## config.mk

```make
export PLATFORM = sky130hd
export DESIGN_NAME = fifo_ram_param
export DESIGN_NICKNAME = d
export VERILOG_FILES = /design/src/rtl/fifo_pkg.sv /design/src/rtl/ram_dp_param.sv /design/src/rtl/fifo_ram_param.sv
export SDC_FILE = /design/constraint.sdc
export NUM_CORES = 1
export LEC_CHECK = 0
export BUFFER_PORTS_ARGS = -buffer_cell sky130_fd_sc_hd__buf_2
export CAP_MARGIN = 30
export CORE_UTILIZATION = 35
export DETAILED_ROUTE_END_ITERATION = 10
export PLACE_DENSITY = 0.63
export SYNTH_ARGS = -nofsm -noshare
export SYNTH_HDL_FRONTEND = slang
export SYNTH_SLANG_ARGS = --single-unit
```

## constraint.sdc

```tcl
create_clock -name clk -period 2.5 [get_ports clk]
set_input_delay 0.5 -clock clk [delete_from_list [all_inputs] [get_ports clk]]
set_output_delay 0.5 -clock clk [all_outputs]
set_load 0.1 [all_outputs]
```

## src/rtl/fifo_pkg.sv

```systemverilog
// ============================================================================
// fifo_pkg: shared defaults, count-width helper and reset values for the
//           fifo_ram_param FIFO.
// Revision: 1.0
// ============================================================================
`default_nettype none

package fifo_pkg;

   localparam int DEF_DATA_W = 12;
   localparam int DEF_ADDR_W = 3;
   localparam int DEF_AF_TH  = 6;
   localparam int DEF_AE_TH  = 2;

   localparam logic RST_VALID = 1'b0;
   localparam logic RST_ERR   = 1'b0;

   // Occupancy needs one extra bit so that a full FIFO (DEPTH) is representable.
   function automatic int count_w(input int addr_w);
      return addr_w + 1;
   endfunction

endpackage

`default_nettype wire

```

## src/rtl/ram_dp_param.sv

```systemverilog
// ============================================================================
// ram_dp_param: DEPTH x DATA_W dual-port RAM, synchronous write port and
//               registered read port (read-before-write on address collision).
// Revision: 1.0
// ============================================================================
`default_nettype none

module ram_dp_param
   import fifo_pkg::*;
#(
   parameter int DATA_W = DEF_DATA_W,
   parameter int ADDR_W = DEF_ADDR_W
) (
   input  logic              clk,
   input  logic              reset,
   input  logic              we,
   input  logic [ADDR_W-1:0] waddr,
   input  logic [DATA_W-1:0] wdata,
   input  logic              re,
   input  logic [ADDR_W-1:0] raddr,
   output logic [DATA_W-1:0] rdata
);

   localparam int DEPTH = 2 ** ADDR_W;

   logic [DATA_W-1:0] mem [DEPTH];

   always_ff @(posedge clk) begin
      if (we) begin
         mem[waddr] <= wdata;
      end
   end

   // Only the output register is reset; the array contents are left as-is.
   always_ff @(posedge clk or posedge reset) begin
      if (reset) begin
         rdata <= '0;
      end else if (re) begin
         rdata <= mem[raddr];
      end
   end

endmodule

`default_nettype wire

```

## src/rtl/fifo_ram_param.sv

```systemverilog
// ============================================================================
// fifo_ram_param: parametrised synchronous FIFO over a dual-port RAM with
//                 occupancy, full/empty and almost-full/almost-empty flags.
//                 Optional sticky error flags: define FIFO_ERR_FLAGS_EN.
// Revision: 1.0
// ============================================================================
`default_nettype none

module fifo_ram_param
   import fifo_pkg::*;
#(
   parameter int DATA_W          = DEF_DATA_W,
   parameter int ADDR_W          = DEF_ADDR_W,
   parameter int ALMOST_FULL_TH  = DEF_AF_TH,
   parameter int ALMOST_EMPTY_TH = DEF_AE_TH
) (
   input  logic                      clk,
   input  logic                      reset,
   input  logic [DATA_W-1:0]         data_in,
   input  logic                      push,
   input  logic                      pop,
   output logic [DATA_W-1:0]         data_out,
   output logic                      valid_out,
   output logic [count_w(ADDR_W)-1:0] count,
   output logic                      full,
   output logic                      empty,
   output logic                      almost_full,
   output logic                      almost_empty,
   output logic                      err_overflow,
   output logic                      err_underflow
);

   localparam int CW    = count_w(ADDR_W);
   localparam int DEPTH = 2 ** ADDR_W;
   localparam logic [CW-1:0] CNT_DEPTH = CW'(DEPTH);
   localparam logic [CW-1:0] CNT_AF_TH = CW'(ALMOST_FULL_TH);
   localparam logic [CW-1:0] CNT_AE_TH = CW'(ALMOST_EMPTY_TH);

   logic [ADDR_W-1:0] wp;
   logic [ADDR_W-1:0] rp;
   logic              push_acc;
   logic              pop_acc;

   // A push into a full FIFO is allowed when a pop frees a slot the same cycle.
   assign pop_acc  = pop && !empty;
   assign push_acc = push && (!full || pop_acc);

   assign full         = (count == CNT_DEPTH);
   assign empty        = (count == '0);
   assign almost_full  = (count >= CNT_AF_TH);
   assign almost_empty = (count <= CNT_AE_TH);

   always_ff @(posedge clk or posedge reset) begin
      if (reset) begin
         wp        <= '0;
         rp        <= '0;
         count     <= '0;
         valid_out <= RST_VALID;
      end else begin
         valid_out <= pop_acc;
         if (push_acc) begin
            wp <= wp + ADDR_W'(1);
         end
         if (pop_acc) begin
            rp <= rp + ADDR_W'(1);
         end
         case ({push_acc, pop_acc})
            2'b10:   count <= count + CW'(1);
            2'b01:   count <= count - CW'(1);
            default: count <= count;
         endcase
      end
   end

`ifdef FIFO_ERR_FLAGS_EN
   always_ff @(posedge clk or posedge reset) begin
      if (reset) begin
         err_overflow  <= RST_ERR;
         err_underflow <= RST_ERR;
      end else begin
         if (push && !push_acc) begin
            err_overflow <= 1'b1;
         end
         if (pop && empty) begin
            err_underflow <= 1'b1;
         end
      end
   end
`else
   assign err_overflow  = RST_ERR;
   assign err_underflow = RST_ERR;
`endif

   ram_dp_param #(
      .DATA_W (DATA_W),
      .ADDR_W (ADDR_W)
   ) u_ram (
      .clk   (clk),
      .reset (reset),
      .we    (push_acc),
      .waddr (wp),
      .wdata (data_in),
      .re    (pop_acc),
      .raddr (rp),
      .rdata (data_out)
   );

endmodule

`default_nettype wire
```

==> insert_results.sql <==
INSERT INTO impl_metrics (metric_group, metric, value, unit) VALUES
('power_and_ir_drop', 'power.sequential.fraction', '33.7', '%'),
('die', 'io_pins', '39', ''),
('logic_synthesis', 'main_combinational_cell_family_by_area_after_synthesis', 'multiplexers', ''),
('logic_synthesis', 'synth_top_cell_area_share', '59.7', '%'),
('critical_path', 'slowest_delay', '570', 'ps'),
('clock_network', 'htree_num_levels', '4', ''),
('power_and_ir_drop', 'total_switching_power', '3.40', 'mW'),
('timing', 'timing.final.setup_violations', '0', ''),
('clock_network', 'clkTransAtPathRegs', '50', 'ps'),
('clock_network', 'cts.sink_count', '119', ''),
('timing', 'drv_slew', '0', ''),
('finish', 'commonest_non_fill_non_tap_cell_in_the_layout', 'sky130_fd_sc_hd__edfxtp_1', ''),
('die', 'die_area', '14300', 'um^2'),
('logic_synthesis', 'synth-compound-area-share', '7.65', '%'),
('clock_network', 'cts_tree', 'done', ''),
('grt', 'number_of_global_route_vias_before_repair', '2689', ''),
('critical_path', 'cp_cell_sequence', 'or4b_1, buf_4, inv_1, buf_12', ''),
('clock_network', 'cts_repair_resize_count', '0', ''),
('clock_network', 'clock_path_buffers', '2', ''),
('power_and_ir_drop', 'share_comb_of_total_power', '37.1', '%'),
('die', 'core_area', '13300', 'um^2'),
('finish', 'leading_cell_types_in_the_layout_fill_and_taps_excluded', 'sky130_fd_sc_hd__edfxtp_1, sky130_fd_sc_hd__buf_2, sky130_fd_sc_hd__nand2_1, sky130_fd_sc_hd__mux2i_1, sky130_fd_sc_hd__mux2_2', ''),
('finish', 'final_layout_size_suffix_gt1_share', '35.2', '%'),
('logic_synthesis', 'synth_ff_type', 'sky130_fd_sc_hd__edfxtp_1', ''),
('critical_path', 'reg2reg_from', 'count[0]', ''),
('power_and_ir_drop', 'cellPowerDensity', '1440', 'nW/um^2'),
('critical_path', 'crit_start', 'count[0]', ''),
('logic_synthesis', 'post_synth_inst_count', '299', ''),
('finish', 'design.final.nets', '377', ''),
('critical_path', 'timing.setup.critical_path_class', 'register to primary output', ''),
('clock_network', 'worst_skew_pair.late_latency', '410', 'ps'),
('power_and_ir_drop', 'max-vdd-ir-drop', '636', 'uV'),
('logic_synthesis', 'number_of_flops_mapped_to_enable_cells_by_yosys', '96', ''),
('place', 'placement.setup.worst_slack', '87.7', 'ps'),
('die', 'rows', '42', ''),
('run_status', 'run_status', 'finished clean', ''),
('clock_network', 'cts_buffers', '17', ''),
('logic_synthesis', 'mean_instance_size_in_the_synthesized_netlist', '16.1', 'um^2'),
('route', 'drtPass1Iterations', '4', ''),
('timing', 'fin_crit', '2430', 'ps'),
('logic_synthesis', 'synthSimpleGateAreaFrac', '4.28', '%'),
('logic_synthesis', 'syn-cell-area', '4830', 'um^2'),
('logic_synthesis', 'yosys.area_share.xor_xnor', '1.27', '%'),
('grt', 'grt_start_max_net_pins', '28', ''),
('finish', 'antenna_cells_inserted', '0', ''),
('critical_path', 'reg2reg_slack', '90', 'ps'),
('power_and_ir_drop', 'clock_power_share', '29.2', '%'),
('logic_synthesis', 'synth_seq_area_share', '71.7', '%'),
('timing', 'timing.final.crit_share', '97.1', '%'),
('grt', 'global_route.usage.total', '13.8', '%'),
('logic_synthesis', 'ys_async_sr_fraction', '19.3', '%'),
('logic_synthesis', 'synthDominantAreaCellType', 'sky130_fd_sc_hd__edfxtp_1', ''),
('power_and_ir_drop', 'power.internal', '5.27', 'mW'),
('timing', 'clock_skew', '7.67', 'ps'),
('logic_synthesis', 'post_synth_main_area_contributors', 'sky130_fd_sc_hd__edfxtp_1, sky130_fd_sc_hd__dfrtp_1, sky130_fd_sc_hd__mux2_2', ''),
('timing', 'final.setup.worst_slack', '73.6', 'ps'),
('place', 'portBuffers', '36', ''),
('clock_network', 'clk_root_buffer_cell', 'sky130_fd_sc_hd__clkbuf_16', ''),
('timing', 'finalHoldViolCount', '0', ''),
('timing', 'fmax', '0.412', 'GHz'),
('critical_path', 'cp.arrival', '1930', 'ps'),
('logic_synthesis', 'yosys.area_share.adder', '1.45', '%'),
('clock_network', 'post-cts-setup-buffers', '0', ''),
('finish', 'final_area', '6020', 'um^2'),
('timing', 'max-slew-margin-rel', '56.4', '%'),
('logic_synthesis', 'netlist-cell-type-count', '41', ''),
('critical_path', 'worst-endpoint-required', '2000', 'ps'),
('finish', 'final_util', '45.1', '%'),
('route', 'drcViolationCount', '0', ''),
('logic_synthesis', 'synth.ff_latch_count', '119', ''),
('grt', 'grt_antenna_before_repair', '0', '');
-- cells in the mapped netlist, types with 5 or more instances --
cell,instances
sky130_fd_sc_hd__edfxtp_1,96
sky130_fd_sc_hd__nand2_1,26
sky130_fd_sc_hd__mux2i_1,25
sky130_fd_sc_hd__mux2_2,24
sky130_fd_sc_hd__dfrtp_1,23
sky130_fd_sc_hd__a221o_1,12
sky130_fd_sc_hd__o22ai_1,12
sky130_fd_sc_hd__o21ai_0,11
sky130_fd_sc_hd__clkbuf_1,8
sky130_fd_sc_hd__inv_1,6
sky130_fd_sc_hd__xnor2_1,6
sky130_fd_sc_hd__nor2_1,5
-- metal layers --
| layer | global-route usage [%] | part of all wire (%) | routed length (um) | vias to the layer above |
|---|---|---|---|---|
| met4 | 6.48 | 2.0 | 181 | 0 |
| li1 | - | - | - | 1260 |
| met1 | 16.8 | 44 | 4010 | 1333 |
| met2 | 22.7 | 51 | 4670 | 42 |
| met3 | 3.74 | 3.1 | 284 | 13 |
| met5 | 0 | 0 | 0 | - |
-- metrics by stage --
stage               power, mW  cells
floorplan                5.46    300
global placement         6.10    509
detailed placement       6.18    512
CTS                      8.71    544
global route             9.04    545
finish                   8.67    545
-- power groups by stage --
stage	logic [mW]	clock network, mW	registers (mW)
finish	3.22	2.53	2.92
global route	3.42	2.66	2.97
CTS	3.23	2.56	2.92
detailed placement	3.23	0	2.95
global placement	3.17	0	2.93
floorplan	1.66	0	3.80
-- cell families after synthesis --
| logic type | after synthesis |
|---|---|
| flip-flops | 119 |
| adder cells (fa/ha/maj) | 5 |
| XOR/XNOR | 7 |
| multiplexers | 50 |
| buffers and inverters | 25 |
| other | 1 |
| AO/OA/AOI/OAI | 48 |
| AND/OR/NAND/NOR | 44 |
-- layout make-up --
cell class / count / area, um^2 / area share (%)
flip-flops and latches: 119 / 3470 / 57.6
clock inverters: 15 / 200 / 3.32
well taps: 176 / 220 / 3.66
inverters: 7 / 26.3 / 0.436
repair buffers: 55 / 365 / 6.07
clock buffers: 17 / 425 / 7.06
multi-input cells: 156 / 1310 / 21.8
-- worst min-delay path: stages --
cell and delay (ps):
sky130_fd_sc_hd__buf_2 100, sky130_fd_sc_hd__inv_1 40, sky130_fd_sc_hd__buf_4 310
-- registers in the layout, indices dropped and copies added, names as in the netlist --
| signal | flops |
|---|---|
| valid_out | 1 |
| wp | 3 |
| count | 4 |
| u_ram.mem | 96 |
| rp | 3 |
| u_ram.rdata | 12 |
-- worst max path at each step --
stage                to  slack, ps  depth (start not counted)
2_1_floorplan  count[3]       -100                          9
3_3_place_gp   count[3]        170                          9
3_5_place_dp   count[3]         90                          9
4_1_cts            full         50                          4
5_1_grt        count[3]         -5                          9
6_report           full         70                          4
No activity file was read; power rests on OpenSTA's default activity.
